### src/rtl/axicb_pkg.sv
// Shared types and width helpers for the crossbar write-path arbiter.
package axicb_pkg;

    typedef enum logic {
        IDLE  = 1'b0,
        GRANT = 1'b1
    } arb_state_t;

    // Index/count width that never collapses to zero bits.
    function automatic int idx_w(input int n);
        return (n > 1) ? $clog2(n) : 1;
    endfunction

endpackage

### src/rtl/axicb_rr_arbiter.sv
// Combinational round-robin pick; highest QoS first when AXICB_WR_ARB_QOS_EN.
module axicb_rr_arbiter
    import axicb_pkg::*;
#(
    parameter int REQ_NB = 4,
    parameter int IDX_W  = idx_w(REQ_NB)
)(
`ifdef AXICB_WR_ARB_QOS_EN
    input  logic [REQ_NB*4-1:0] qos,
`endif
    input  logic [REQ_NB-1:0]   req,
    input  logic [IDX_W-1:0]    rr_ptr,
    output logic [IDX_W-1:0]    grant,
    output logic                grant_vld
);

    logic [REQ_NB-1:0] elig;
    logic [IDX_W:0]    idx;

`ifdef AXICB_WR_ARB_QOS_EN
    logic [3:0] top_qos;

    // Only requesters at the highest QoS level take part in the rotation.
    always_comb begin
        top_qos = '0;
        elig    = '0;
        for (int m = 0; m < REQ_NB; m++) begin
            if (req[m] && (qos[m*4 +: 4] > top_qos)) top_qos = qos[m*4 +: 4];
        end
        for (int m = 0; m < REQ_NB; m++) begin
            elig[m] = req[m] && (qos[m*4 +: 4] == top_qos);
        end
    end
`else
    assign elig = req;
`endif

    always_comb begin
        grant     = '0;
        grant_vld = 1'b0;
        idx       = '0;
        for (int i = 0; i < REQ_NB; i++) begin
            idx = {1'b0, rr_ptr} + (IDX_W+1)'(i);
            if (idx >= (IDX_W+1)'(REQ_NB)) idx = idx - (IDX_W+1)'(REQ_NB);
            if (!grant_vld && elig[idx[IDX_W-1:0]]) begin
                grant     = idx[IDX_W-1:0];
                grant_vld = 1'b1;
            end
        end
    end

endmodule

### src/rtl/axicb_scfifo.sv
// Single-clock FIFO with optional empty-path bypass (PASS_THRU).
module axicb_scfifo #(
    parameter int PASS_THRU  = 0,
    parameter int DATA_WIDTH = 8,
    parameter int ADDR_WIDTH = 2
)(
    input  logic                  aclk,
    input  logic                  aresetn,
    input  logic                  srst,
    input  logic [DATA_WIDTH-1:0] data_in,
    input  logic                  push,
    output logic                  full,
    output logic [DATA_WIDTH-1:0] data_out,
    input  logic                  pop,
    output logic                  empty
);

    localparam int DEPTH = 2 ** ADDR_WIDTH;

    logic [DATA_WIDTH-1:0] mem [DEPTH];
    logic [ADDR_WIDTH:0]   wr_ptr;
    logic [ADDR_WIDTH:0]   rd_ptr;
    logic                  empty_q;
    logic                  bypass;
    logic                  wr_en;
    logic                  rd_en;

    assign empty_q = (wr_ptr == rd_ptr);
    assign full    = (wr_ptr[ADDR_WIDTH] != rd_ptr[ADDR_WIDTH]) &&
                     (wr_ptr[ADDR_WIDTH-1:0] == rd_ptr[ADDR_WIDTH-1:0]);

    generate
        if (PASS_THRU != 0) begin : g_pass
            assign bypass   = empty_q && push && pop;
            assign empty    = empty_q && !push;
            assign data_out = empty_q ? data_in : mem[rd_ptr[ADDR_WIDTH-1:0]];
        end else begin : g_reg
            assign bypass   = 1'b0;
            assign empty    = empty_q;
            assign data_out = mem[rd_ptr[ADDR_WIDTH-1:0]];
        end
    endgenerate

    assign wr_en = push && !full && !bypass;
    assign rd_en = pop && !empty_q;

    always_ff @(posedge aclk or negedge aresetn) begin
        if (!aresetn) begin
            wr_ptr <= '0;
            rd_ptr <= '0;
        end else if (srst) begin
            wr_ptr <= '0;
            rd_ptr <= '0;
        end else begin
            if (wr_en) wr_ptr <= wr_ptr + 1'b1;
            if (rd_en) rd_ptr <= rd_ptr + 1'b1;
        end
    end

    always_ff @(posedge aclk) begin
        if (wr_en) mem[wr_ptr[ADDR_WIDTH-1:0]] <= data_in;
    end

endmodule

### src/rtl/axicb_wr_arbiter.sv
// Write-path arbiter for one crossbar slave port: RR AW grant, W in grant order.
// Optional QoS-aware AW pick via AXICB_WR_ARB_QOS_EN.
module axicb_wr_arbiter
    import axicb_pkg::*;
#(
    parameter int MST_NB   = 4,
    parameter int AWCH_W   = 8,
    parameter int WCH_W    = 8,
    parameter int OSTD_NUM = 4
)(
    input  logic                          aclk,
    input  logic                          aresetn,
    input  logic                          srst,
`ifdef AXICB_WR_ARB_QOS_EN
    input  logic [MST_NB*4-1:0]           i_awqos,
`endif
    input  logic [MST_NB-1:0]             i_awvalid,
    output logic [MST_NB-1:0]             i_awready,
    input  logic [MST_NB*AWCH_W-1:0]      i_awch,
    input  logic [MST_NB-1:0]             i_wvalid,
    output logic [MST_NB-1:0]             i_wready,
    input  logic [MST_NB-1:0]             i_wlast,
    input  logic [MST_NB*WCH_W-1:0]       i_wch,
    output logic                          o_awvalid,
    input  logic                          o_awready,
    output logic [AWCH_W-1:0]             o_awch,
    output logic                          o_wvalid,
    input  logic                          o_wready,
    output logic                          o_wlast,
    output logic [WCH_W-1:0]              o_wch,
    input  logic                          i_bdone,
    output logic [idx_w(MST_NB)-1:0]      o_grant,
    output logic [idx_w(OSTD_NUM+1)-1:0]  o_ostd_cnt
);

    localparam int MST_IDX_W = idx_w(MST_NB);
    localparam int CNT_W     = idx_w(OSTD_NUM + 1);
    localparam int QA_W      = idx_w(OSTD_NUM);

    arb_state_t             state;
    arb_state_t             state_nxt;
    logic [MST_IDX_W-1:0]   rr_ptr;
    logic [MST_IDX_W-1:0]   rr_nxt;
    logic [MST_IDX_W-1:0]   grant_nxt;
    logic [MST_IDX_W-1:0]   pick;
    logic                   pick_vld;
    logic                   can_grant;
    logic                   aw_hs;
    logic                   w_pop;
    logic                   q_full;
    logic                   q_empty;
    logic [MST_IDX_W-1:0]   q_head;
    logic                   cnt_dec;

    axicb_rr_arbiter #(
        .REQ_NB (MST_NB)
    ) u_rr (
`ifdef AXICB_WR_ARB_QOS_EN
        .qos       (i_awqos),
`endif
        .req       (i_awvalid),
        .rr_ptr    (rr_ptr),
        .grant     (pick),
        .grant_vld (pick_vld)
    );

    // Holds the master index of every accepted AW until its last W beat leaves.
    axicb_scfifo #(
        .PASS_THRU  (0),
        .DATA_WIDTH (MST_IDX_W),
        .ADDR_WIDTH (QA_W)
    ) u_order_q (
        .aclk     (aclk),
        .aresetn  (aresetn),
        .srst     (srst),
        .data_in  (o_grant),
        .push     (aw_hs),
        .full     (q_full),
        .data_out (q_head),
        .pop      (w_pop),
        .empty    (q_empty)
    );

    assign can_grant = (o_ostd_cnt < CNT_W'(OSTD_NUM)) && !q_full;
    assign cnt_dec   = i_bdone && (o_ostd_cnt != '0);

    always_comb begin
        state_nxt = state;
        grant_nxt = o_grant;
        rr_nxt    = rr_ptr;
        aw_hs     = 1'b0;
        o_awvalid = 1'b0;
        o_awch    = '0;
        i_awready = '0;
        unique case (state)
            IDLE: begin
                if (pick_vld && can_grant) begin
                    grant_nxt = pick;
                    state_nxt = GRANT;
                end
            end
            GRANT: begin
                o_awvalid          = i_awvalid[o_grant];
                o_awch             = i_awch[int'(o_grant)*AWCH_W +: AWCH_W];
                i_awready[o_grant] = o_awready;
                if (o_awvalid && o_awready) begin
                    aw_hs     = 1'b1;
                    rr_nxt    = (o_grant == MST_IDX_W'(MST_NB - 1)) ?
                                '0 : o_grant + 1'b1;
                    state_nxt = IDLE;
                end
            end
        endcase
    end

    always_comb begin
        o_wvalid = 1'b0;
        o_wlast  = 1'b0;
        o_wch    = '0;
        i_wready = '0;
        if (!q_empty) begin
            o_wvalid         = i_wvalid[q_head];
            o_wlast          = i_wlast[q_head];
            o_wch            = i_wch[int'(q_head)*WCH_W +: WCH_W];
            i_wready[q_head] = o_wready;
        end
    end

    assign w_pop = o_wvalid && o_wready && o_wlast;

    always_ff @(posedge aclk or negedge aresetn) begin
        if (!aresetn) begin
            state      <= IDLE;
            rr_ptr     <= '0;
            o_grant    <= '0;
            o_ostd_cnt <= '0;
        end else if (srst) begin
            state      <= IDLE;
            rr_ptr     <= '0;
            o_grant    <= '0;
            o_ostd_cnt <= '0;
        end else begin
            state   <= state_nxt;
            rr_ptr  <= rr_nxt;
            o_grant <= grant_nxt;
            unique case ({aw_hs, cnt_dec})
                2'b10:   o_ostd_cnt <= o_ostd_cnt + 1'b1;
                2'b01:   o_ostd_cnt <= o_ostd_cnt - 1'b1;
                default: o_ostd_cnt <= o_ostd_cnt;
            endcase
        end
    end

`ifndef SYNTHESIS
    bdone_underflow: assert property (@(posedge aclk)
        disable iff (!aresetn || srst) !(i_bdone && o_ostd_cnt == '0));
`endif

endmodule

### config.mk
export PLATFORM = sky130hd
export DESIGN_NAME = axicb_wr_arbiter
export DESIGN_NICKNAME = d
export VERILOG_FILES = /design/src/rtl/axicb_pkg.sv /design/src/rtl/axicb_rr_arbiter.sv /design/src/rtl/axicb_scfifo.sv /design/src/rtl/axicb_wr_arbiter.sv
export SDC_FILE = /design/constraint.sdc
export NUM_CORES = 1
export LEC_CHECK = 0
export BUFFER_PORTS_ARGS = -buffer_cell sky130_fd_sc_hd__buf_2
export CAP_MARGIN = 30
export CORE_ASPECT_RATIO = 1.5
export CORE_MARGIN = 2
export CORE_UTILIZATION = 45
export CTS_BUF_LIST = sky130_fd_sc_hd__clkbuf_8
export DETAILED_ROUTE_END_ITERATION = 7
export PLACE_DENSITY = 0.89
export RECOVER_POWER = 100
export SLEW_MARGIN = 20
export SYNTH_ARGS = -nofsm -noshare
export SYNTH_HDL_FRONTEND = slang
export SYNTH_SLANG_ARGS = --single-unit
### constraint.sdc
create_clock -name aclk -period 5.4 [get_ports aclk]
set_input_delay 0.27 -clock aclk [delete_from_list [all_inputs] [get_ports aclk]]
set_output_delay 0.27 -clock aclk [all_outputs]
set_load 0.01 [all_outputs]
Yosys cells after proc, flatten, opt, wreduce, memory -nomap -nowiden
Memory sizes are Yosys's and may differ from the RTL's.
Index checks and enable logic that the tools add are counted.
{"block": "word_totals", "ff_bits": 14, "ram_bits": 8, "in_bits": 82, "output_inout_bits": 32, "elab_cells": 130, "n_memories": 1}
{"memory": "u_order_q.mem", "words": 4, "width": 2, "read_ports": 1, "rd_clocked_by_memory_dff": 0, "wr": 1, "line_no": "axicb_scfifo.sv:20", "rtl": "logic [DATA_WIDTH-1:0] mem [DEPTH];"}
{"block": "classes", "n_addsub": 12, "order_cmp": 13, "n_eq_ne": 7, "shift": 2, "n_mux": 58, "n_bitwise": 3, "n_reduce_logical": 28}
{"op": "$shiftx 32x6->8", "n": 2}
{"op": "$mux 2", "n": 15}
{"op": "$mux 1", "n": 23}
{"op": "$lt 2x3->1 const B", "n": 6}
{"op": "$mux 8", "n": 2}
{"op": "$mux 3", "n": 5}
{"op": "$bmux 1 s2", "n": 7}
{"op": "$logic_and 1x1->1", "n": 14}
{"op": "$reduce_bool 2->1", "n": 5}
{"op": "$add 3x1->3 const B", "n": 3}
{"op": "$ge 3x3->1 const B", "n": 3}
{"op": "$and 4x4->4", "n": 2}
{"op": "$mux 4", "n": 2}
{"op": "$sub 2x1->2 const B", "n": 4}
{"op": "$add 2x2->3 const B", "n": 2}
{"op": "$pmux 3 s2", "n": 1}
{"op": "$reduce_bool 3->1", "n": 2}
{"op": "$logic_not 1->1", "n": 5}
{"op": "$demux 1 s2", "n": 2}
{"op": "$eq 2x2->1 const B", "n": 2}
{"op": "$ge 2x1->1 const B", "n": 2}
{"op": "$reduce_and 2->1", "n": 2}
{"op": "$add 2x1->3 const B", "n": 1}
{"op": "$eq 3x3->1", "n": 1}
{"op": "10 further kinds", "n": 10}

Depth between registers and ports, before layout
Gate-level depths: netlist (run 1).
{"block": "logic_depth", "ltp_word": 18, "ltp_mapped": 6, "ltp_nobuf": 6}

Modules after synthesis
A second synthesis (run 1) with hierarchy kept.
{"block": "unflattened", "hier_cells": 202, "area_unflattened_um2": 2134.5}
{"mod": "axicb_wr_arbiter", "n_inst": 1, "cells_per_inst": 107, "area_per_inst_um2": 1162.4, "seq_area_each_um2": 200.2}
{"mod": "axicb_scfifo", "n_inst": 1, "cells_per_inst": 80, "area_per_inst_um2": 894.6, "seq_area_each_um2": 390.4}
{"mod": "axicb_rr_arbiter", "n_inst": 1, "cells_per_inst": 15, "area_per_inst_um2": 77.6, "seq_area_each_um2": 0.0}

Worst setup path before layout (run 1)
Ideal clock, no wire load.
{"block": "synth_timing", "kind": "register to output", "start": "register u_order_q.rd_ptr[0]", "end": "output o_wch[0]", "arrival_time_ps": 1869, "required_time_ps": 5130, "path_slack_ps": 3261, "stages_incl_launch_ff": 6, "n_path_buf": 2, "cell_sequence": "dfrtp_1 -> mux4_2 -> buf_6 -> buf_2 -> mux4_2 -> nor2b_1"}
{"block": "synth_via", "elab_chain_len": 3, "word_cells_on_any_way": 4, "cone_classes": "eq/ne: 1; shift: 1; mux: 1; memory: 1"}
{"element": "from (decl)", "line_no": "axicb_scfifo.sv:22", "rtl": "logic [ADDR_WIDTH:0] rd_ptr;"}
{"element": "from (signal assigned)", "line_no": "axicb_scfifo.sv:56", "rtl": "if (rd_en) rd_ptr <= rd_ptr + 1'b1;"}
{"element": "$mem_v2 4x2"}
{"element": "$shiftx 32x6->8", "line_no": "axicb_wr_arbiter.sv:124", "rtl": "o_wch = i_wch[int'(q_head)*WCH_W +: WCH_W];"}
{"element": "$mux 8 (*)", "line_no": "axicb_wr_arbiter.sv:121", "rtl": "if (!q_empty) begin"}
{"element": "to (decl)", "line_no": "axicb_wr_arbiter.sv:30", "rtl": "output logic [WCH_W-1:0] o_wch,"}
Mark *: on every way between the ends. The rest lies on a longest branch, timed or not.

Worst setup path after layout (run 1)
{"block": "layout_timing", "start": "register o_grant[0]", "end": "register o_ostd_cnt[2]"}
{"block": "layout_via", "elab_chain_len": 8, "word_cells_on_any_way": 10, "cone_classes": "eq/ne: 2; mux: 6; reduce/logical: 2"}
{"element": "from (decl)", "line_no": "axicb_wr_arbiter.sv:32", "rtl": "output logic [idx_w(MST_NB)-1:0] o_grant,"}
{"element": "from (signal assigned)", "line_no": "axicb_wr_arbiter.sv:145", "rtl": "o_grant <= grant_nxt;"}
{"element": "$bmux 1 s2 (*)", "line_no": "axicb_wr_arbiter.sv:103", "rtl": "o_awvalid = i_awvalid[o_grant];"}
{"element": "$mux 1 (not written as such) (*)", "line_no": "axicb_wr_arbiter.sv:103"}
{"element": "$logic_and 1x1->1 (*)", "line_no": "axicb_wr_arbiter.sv:106", "rtl": "if (o_awvalid && o_awready) begin"}
{"element": "$mux 1 (*)", "line_no": "axicb_wr_arbiter.sv:106"}
{"element": "$mux 1 (*)", "line_no": "axicb_wr_arbiter.sv:95", "rtl": "unique case (state)"}
{"element": "$eq 2x1->1 or $eq 2x2->1 (tied branches)", "line_no": "axicb_wr_arbiter.sv:146", "rtl": "unique case ({aw_hs, cnt_dec})"}
{"element": "$pmux 3 s2", "line_no": "axicb_wr_arbiter.sv:146"}
{"element": "$mux 3", "line_no": "axicb_wr_arbiter.sv:137", "rtl": "end else if (srst) begin"}
{"element": "to (signal assigned)", "line_no": "axicb_wr_arbiter.sv:147", "rtl": "2'b10: o_ostd_cnt <= o_ostd_cnt + 1'b1;"}
{"element": "to (signal assigned)", "line_no": "axicb_wr_arbiter.sv:148", "rtl": "2'b01: o_ostd_cnt <= o_ostd_cnt - 1'b1;"}
{"element": "to (signal assigned)", "line_no": "axicb_wr_arbiter.sv:149", "rtl": "default: o_ostd_cnt <= o_ostd_cnt;"}
{"element": "to (decl)", "line_no": "axicb_wr_arbiter.sv:33", "rtl": "output logic [idx_w(OSTD_NUM+1)-1:0] o_ostd_cnt"}
Mark *: on every way between the ends. The rest lies on a longest branch, timed or not. The select of a mux whose other input is x is not followed.
A chain may end at the register's enable or synchronous reset.

==> results of run 1 <==
timing repair:
item / 4_1_cts / 5_1_grt
hold endpoints to repair: 14 / 0
endpoints found under the setup margin: 0 / 0
hold buffers: 1 / 0
sequential cells by signal, indices dropped and copies added (netlist names):
name              flops
rr_ptr                2
state                 1
o_ostd_cnt            3
u_order_q.rd_ptr      3
u_order_q.mem         8
o_grant               2
u_order_q.wr_ptr      3
layout by cell type, fill, tap and decap left out, types with 6 or more instances in the layout:
master,instances
nor2_1,16
mux4_2,17
buf_2,84
mux2i_1,6
ha_1,9
inv_1,8
dfrtp_1,14
and2_1,6
clkbuf_1,29
xnor2_1,6
edfxtp_1,8
and2_0,8
nor2b_1,11
nand2_1,6
metrics by stage:
stage | cell area [µm²] | worst slack [ns] | std cells | util (%)
final | 2510 | 2.81 | 317 | 62.8
after CTS | 2540 | 2.79 | 317 | 63.7
after floorplan | 1900 | 3.26 | 162 | -
after global placement | 2480 | 2.93 | 312 | 62.1
after global routing | 2510 | 2.64 | 317 | 62.8
after detailed placement | 2480 | 2.84 | 312 | 62.1
critical path, cell delays in order, from the launching register on:
cell and delay, ns:
dfrtp_1 0.88, mux4_2 0.66, a21oi_1 0.28, fa_1 0.25, mux2i_1 0.22, xnor2_1 0.13
nor2_1 0.05
synthesized netlist by cell type:
master / n
mux4_2: 17
nor2_1: 16
and2_1: 14
dfrtp_1: 14
nor2b_1: 11
ha_1: 9
edfxtp_1: 8
inv_1: 8
mux2i_1: 6
nand2_1: 6
xnor2_1: 6
a21oi_1: 5
and3_1: 5
clkbuf_1: 5
mux4_1: 5
xor2_1: 4
o21ai_0: 3
nor3_1: 2
nor3b_1: 2
o311a_1: 2
o31ai_1: 2
a22oi_1: 1
and4b_1: 1
buf_1: 1
buf_2: 1
buf_6: 1
fa_1: 1
mux2_2: 1
nand3_1: 1
nor3b_2: 1
o221ai_1: 1
o2bb2a_1: 1
or4_1: 1
how the worst max path moves through the flow:
| stage | slack, ns | to | cells past startpoint | from |
|---|---|---|---|---|
| floorplan | 3.26 | o_wch[0] | 5 | u_order_q.rd_ptr[0]$_DFFE_PN0P_ |
| global placement | 2.93 | o_ostd_cnt[2]$_DFFE_PN0P_ | 6 | o_grant[0]$_DFFE_PN0P_ |
| detailed placement | 2.84 | o_ostd_cnt[2]$_DFFE_PN0P_ | 6 | o_grant[0]$_DFFE_PN0P_ |
| CTS | 2.79 | o_wch[4] | 4 | u_order_q.rd_ptr[0]$_DFFE_PN0P_ |
| global route | 2.64 | o_ostd_cnt[1]$_DFFE_PN0P_ | 5 | o_grant[0]$_DFFE_PN0P_ |
| finish | 2.81 | o_ostd_cnt[2]$_DFFE_PN0P_ | 6 | o_grant[0]$_DFFE_PN0P_ |
area by class of cell:
class	instances	area (µm²)
sequential	22	591
multi-input combinational	124	1240
clock buffer	4	55.1
fill	327	1490
tap	45	56.3
inverter	8	30.0
timing repair buffer	114	539
metal layers:
metal  vias up  share of wire (%)  routed length (µm)
li1        822                  -                   -
met2        97                 56                2600
met3         4                8.8                 407
met4         0                1.5                  70
met5         -                  0                   0
met1       844                 34                1560
power groups by stage:
| stage | logic, W | clock network (W) | registers, W |
|---|---|---|---|
| floorplan | 0.000176 | 0 | 0.000217 |
| finish | 0.000246 | 0.000115 | 0.000226 |
| CTS | 0.000256 | 0.000116 | 0.000226 |
| detailed placement | 0.000254 | 0 | 0.000230 |
| global placement | 0.000246 | 0 | 0.000228 |
| global route | 0.000273 | 0.000124 | 0.000233 |
logic make-up after synthesis:
| group | count (synthesis) |
|---|---|
| xor gates and xnor gates | 10 |
| DFF | 22 |
| and+or+nand+nor | 60 |
| adders and majority gates | 10 |
| AOI/OAI and AO/OA | 15 |
| muxes | 29 |
| buffers and inverters | 16 |
==> summary.txt, run 1 <==
Run status
  • Status: finished clean

Yosys
  • Synth Area in Compound Gates: 5.34%
  • Yosys top cell area share: between 20% and 30%
  • Largest family of logic cells by synthesized area: multiplexers
  • Synth Warn #: 0
  • Post-synthesis mux area share: between 30% and 40%
  • Post-synthesis cell count: ~160
  • Avg Inst Size Synth: 11.7 µm²
  • Adder-cell share of the synthesized area: 6.99%
  • Cell taking the most area after synthesis: mux4_2
  • Synth Cell Area: around 1900 µm²
  • Post-synthesis xor/xnor area fraction: 4.62%
  • Syn nets: 254
  • Cell types occupying the most area after synthesis: mux4_2 (20%), dfrtp_1 (18%), edfxtp_1 (13%)
  • Synth Area in Simple Gates: 17.4%
  • Yosys cell types: 33
  • Sequential share of the synthesized area: a little under a third
  • Flops & latches, synth: 22

Setup path
  • Critical Path Source Type: flop
  • CP Data Required Time: approximately 5.6 ns
  • Crit end category: flop
  • Reg2reg end: o_ostd_cnt[2]$_DFFE_PN0P_
  • Kind of critical path: reg -> reg
  • Worst-path fanout max: 18
  • Reg-to-Reg Start: o_grant[0]$_DFFE_PN0P_
  • Reg2Reg Setup Slack: around 2.8 ns
  • Worst R2R Path Depth: 6
  • Crit path DAT: around 2.7 ns

Power and ir drop
  • Sequential Power Share: 38.5%
  • Peak VDD IR: around 0.15 mV
  • PwrDens: 234 nW/µm²
  • Net Sw Power: 0.000200 W
  • Gate power share: a little over two fifths
  • Clock network power share: between 10% and 20%
  • Static leakage: 1.15 nW
  • Sw Share: between 30% and 40%
  • Tot Pwr: 0.000588 W
  • Int Power: approximately 0.00039 W

STA
  • Clk_skew: slightly above 0.007 ns
  • Unrepaired setup endpoints after global routing: false
  • Fmax: 0.386 GHz
  • Setup Viol. Count Final: 0
  • Period minus WS final: approximately 2.6 ns
  • Tcrit/Tclk final: about half
  • Final hold vios: 0
  • Slew HR: around 45%
  • TNS Setup: 0 ns
  • Min Hold Slack: 0.354 ns
  • Least-Margin Pin Slew: around 0.82 ns
  • Max-slew violations: 0

Clocking
  • Clock Latency Late Sink: between 0.2 and 0.3 ns
  • Sink Count: 22
  • CTS tree: yes
  • Buffer depth of the longest clock path: 2
  • Root buffer cell: clkbuf_8
  • CTS resizes: 0
  • Setup bufs post-CTS: 0
  • Total CTS buffers: 3
  • Clk slew on worst S/H paths: about 0.080 ns
  • Htree depth: 1

Worst hold path
  • Hold Path Origin: srst
  • Hold EP: u_order_q.wr_ptr[1]$_DFFE_PN0P_
  • Hold depth: 2
  • Hold WC Path Type: in -> reg

Route
  • DR WL/cell: 14.6 µm
  • Pre-Repair DR Iteration Count: 4
  • Starting DRT DRC Count: between 50 and 60
  • Routed Antenna Nets: 0
  • Final WL: roughly 4600 µm
  • DR vias/cell: roughly 5.6
  • Vias post-DR: ~1,800
  • # DRC: 0

GRT
  • Most Crowded Layer GR: met2
  • Largest net degree at the start of global routing: 19
  • Vias in the first global route: roughly 1,800
  • Initial antenna violation count: 0
  • M1 GR Usage: between 10% and 20%
  • Met3 Usage GRT: 2.33%
  • Gr ovfl total: 0
  • First-pass GRT wire length: between 7000 and 8000 µm
  • GRT Total Usage: 19.7%
  • Met2 Use GR: 39.7%

Placed design
  • Port bufs: 113
  • Placer Congestion: 0.794
  • Post-DP HPWL: approximately 3800 µm

Floorplan
  • Total core area: around 4000 µm²
  • IO Pins: roughly 110
  • Die area: 4760 µm²
  • # rows: 28
  • Chip height: about 84 µm
  • Initial Utilization: between 40% and 50%
  • Die width: between 50 and 60 µm

Cells and area
  • Nets: between 300 and 400
  • Area growth syn-to-layout: 32.3%
  • ANT cells: 0
  • Share of cells above drive strength 1: around 39%

Run
  • MaxCap Viol Count: 0
Power figures use the tool's default switching activity.
==> run 2: changes to the inputs <==
==> constraint.sdc (replaced) <==
create_clock -name aclk -period 2.6 [get_ports aclk]
set_input_delay 0.13 -clock aclk [delete_from_list [all_inputs] [get_ports aclk]]
set_output_delay 0.13 -clock aclk [all_outputs]
set_load 0.01 [all_outputs]
==> run 2 against run 1 <==
Compared with the run above: non-clock buffer count grew 5; clock power grew 110%; via count grew 0.96%; clock skew shrank 0.0038 ns; cell area grew 1.1%; largest power group unchanged; critical path depth shrank 1; sequential power grew 95%; critical path type is now reg -> out; critical endpoint is now o_wch[4].
==> summary.txt, run 2 (synthesized netlist as in run 1, its figures left out) <==
Run status
  • Status: finished clean

Clocking
  • Total CTS buffers: 3 (unchanged)
  • CTS tree: yes
  • Root buffer cell: clkbuf_8
  • Sink Count: 22 (unchanged)
  • Clock Latency Late Sink: 0.26 ns (about the same)
  • Htree depth: 1 (unchanged)
  • Buffer depth of the longest clock path: 2 (unchanged)
  • CTS resizes: 0 (unchanged)
  • Clk slew on worst S/H paths: 0.07 ns (about the same)

STA
  • Max-slew violations: 0 (unchanged)
  • Least-Margin Pin Slew: 0.819 ns (+0.000793 ns)
  • Period minus WS final: 2.38 ns
  • TNS Setup: 0 ns (unchanged)
  • Unrepaired setup endpoints after global routing: false
  • Slew HR: 45.4% (-0.053 points)
  • Tcrit/Tclk final: between 90% and 100%
  • Setup Viol. Count Final: 0 (unchanged)
  • Fmax: between 0.4 and 0.5 GHz
  • Clk_skew: 0.00348 ns (-0.00377 ns)
  • Final hold vios: 0 (unchanged)

GRT
  • Gr ovfl total: 0 (unchanged)
  • Initial antenna violation count: 0 (unchanged)
  • GRT Total Usage: 19.8% (+0.10 points)
  • First-pass GRT wire length: 7610 µm (+1.6%)
  • Vias in the first global route: 1,886 (+3.7%)
  • Largest net degree at the start of global routing: 18 (-1)

Floorplan
  • # rows: 28 (unchanged)
  • Total core area: 3990 µm² (unchanged)
  • Chip height: 83.5 µm (unchanged)
  • Die width: 57.0 µm (unchanged)
  • Die area: 4760 µm² (unchanged)
  • Initial Utilization: 47.5% (unchanged)
  • IO Pins: 114 (unchanged)

Route
  • DR vias/cell: 5.54 (-0.61%)
  • Pre-Repair DR Iteration Count: 6 (+2)
  • Starting DRT DRC Count: 39 (-29%)
  • # DRC: 0 (unchanged)
  • Routed Antenna Nets: 0 (unchanged)
  • Vias post-DR: 1,784 (+0.96%)
  • Final WL: 4670 µm (+0.67%)
  • DR WL/cell: 14.5 µm (-0.89%)

Power and ir drop
  • Tot Pwr: 0.00123 W (+110%)
  • PwrDens: 484 nW/µm² (+110%)
  • Static leakage: 1.17 nW (+2.2%)
  • Sequential Power Share: 35.8% (-2.7 points)
  • Peak VDD IR: 0.316 mV (+110%)
  • Gate power share: 45.1% (+3.2 points)
  • Sw Share: 33.6% (-0.40 points)
  • Int Power: 0.000816 W (+110%)
  • Net Sw Power: 0.000413 W (+110%)
  • Clock network power share: 19.2% (-0.4 points)

Setup path
  • Kind of critical path: reg -> out
  • Crit path largest cell delay: 0.57 ns (-0.31 ns)
  • Worst path bufs/invs: 2 (+2)
  • Critical Path Source Type: flop
  • Top Family by Delay on Critical Path: multiplexers
  • Crit path DAT: 2.25 ns (-0.49 ns)
  • Worst-path fanout max: 14 (-4)
  • Worst-path cell chain: mux4_2 -> buf_4 -> mux4_1 -> nor2b_1 -> clkbuf_1
  • Reg2Reg Setup Slack: 0.48 ns (-2.33 ns)
  • Crit end category: output port
  • CP max-delay cell: mux4_2
  • CP Data Required Time: 2.47 ns (-3.08 ns)

Cells and area
  • Commonest non-fill, non-tap cell in the layout: buf_2
  • Fillers: 331 (+1.2%)
  • Finished Layout Cells: 322 (+1.6%)
  • Most frequent cells in the layout: buf_2 (87), clkbuf_1 (28), mux4_2 (17), nor2_1 (16), dfrtp_1 (14)
  • Nets: 370 (+1.4%)
  • ANT cells: 0 (unchanged)
  • Area growth syn-to-layout: 33.8%
  • Share of cells above drive strength 1: 40.4% (+1.1 points)
  • Number of flip-flops in the largest register: 8 (unchanged)
  • Cell area after layout: 2540 µm² (+1.1%)

Placed design
  • Placer Congestion: 0.754 (-5.0%)
  • Post-DP HPWL: 3860 µm (+1.0%)
  • Port bufs: 113 (unchanged)
  • Placed insts: 316 (+1.3%)
  • Dpl cell area: 2510 µm² (+1.2%)

Run
  • MaxCap Viol Count: 0 (unchanged)

Worst hold path
  • Hold WC Path Type: in -> reg
-- run 2: path summary, 6_finish.rpt --
path	startpoint	endpoint	cells past startpoint
worst max-delay path	u_order_q.rd_ptr[0]$_DFFE_PN0P_	o_wch[4]	5
worst min-delay path	srst	o_grant[1]$_DFFE_PN0P_	2
worst max register to register	u_order_q.rd_ptr[0]$_DFFE_PN0P_	u_order_q.rd_ptr[2]$_DFFE_PN0P_	5
worst min register to register	rr_ptr[0]$_DFFE_PN0P_	rr_ptr[0]$_DFFE_PN0P_	2
max in group asynchronous	aresetn	u_order_q.wr_ptr[2]$_DFFE_PN0P_	2
min in group asynchronous	aresetn	o_ostd_cnt[1]$_DFFE_PN0P_	2
-- run 2: area by class of cell --
cell class	instances	area, µm²	area share [%]
Sequential cell	22	591	23.3
Timing Repair Buffer	119	573	22.6
Clock buffer	4	55.1	2.17
Inverter	8	30.0	1.18
Tap cell	45	56.3	2.22
Multi-Input combinational cell	124	1230	48.6
-- run 2: metrics by stage --
stage | setup slack (ns) | hold slack, ns | util [%]
6_report | 0.225 | 0.227 | 63.5
4_1_cts | 0.142 | 0.222 | 64.5
3_3_place_gp | 0.514 | 0.0384 | 62.8
3_5_place_dp | 0.423 | 0.0349 | 62.8
5_1_grt | 0.120 | 0.231 | 63.5
2_1_floorplan | 0.553 | -0.166 | -
-- run 2: layer usage --
| metal | GRT usage [%] | vias to the layer above | wire length (µm) |
|---|---|---|---|
| met1 | 19.1 | 848 | 1560 |
| li1 | - | 834 | - |
| met5 | 0 | - | 0 |
| met4 | 6.13 | 0 | 55 |
| met2 | 40.1 | 98 | 2620 |
| met3 | 3.26 | 4 | 437 |
-- run 2: worst reg2reg max path, cell delays in order, from the launching register on --
cell and delay (ns):
dfrtp_1 0.47, mux4_2 0.57, mux4_2 0.48, nor3b_1 0.26, xnor2_1 0.16, nor2_1 0.06
-- run 2: power groups by stage --
stage | sequential (W) | clock (W) | combinational, W
2_1_floorplan | 0.000451 | 0 | 0.000365
3_3_place_gp | 0.000446 | 0 | 0.000553
3_5_place_dp | 0.000447 | 0 | 0.000570
4_1_cts | 0.000440 | 0.000244 | 0.000576
5_1_grt | 0.000450 | 0.000259 | 0.000616
6_report | 0.000440 | 0.000236 | 0.000554
-- run 2: timing repair --
item | in CTS | in global routing
hold endpoints to repair | 14 | 0
buffers inserted | 0 | 0
hold buffers | 1 | 0
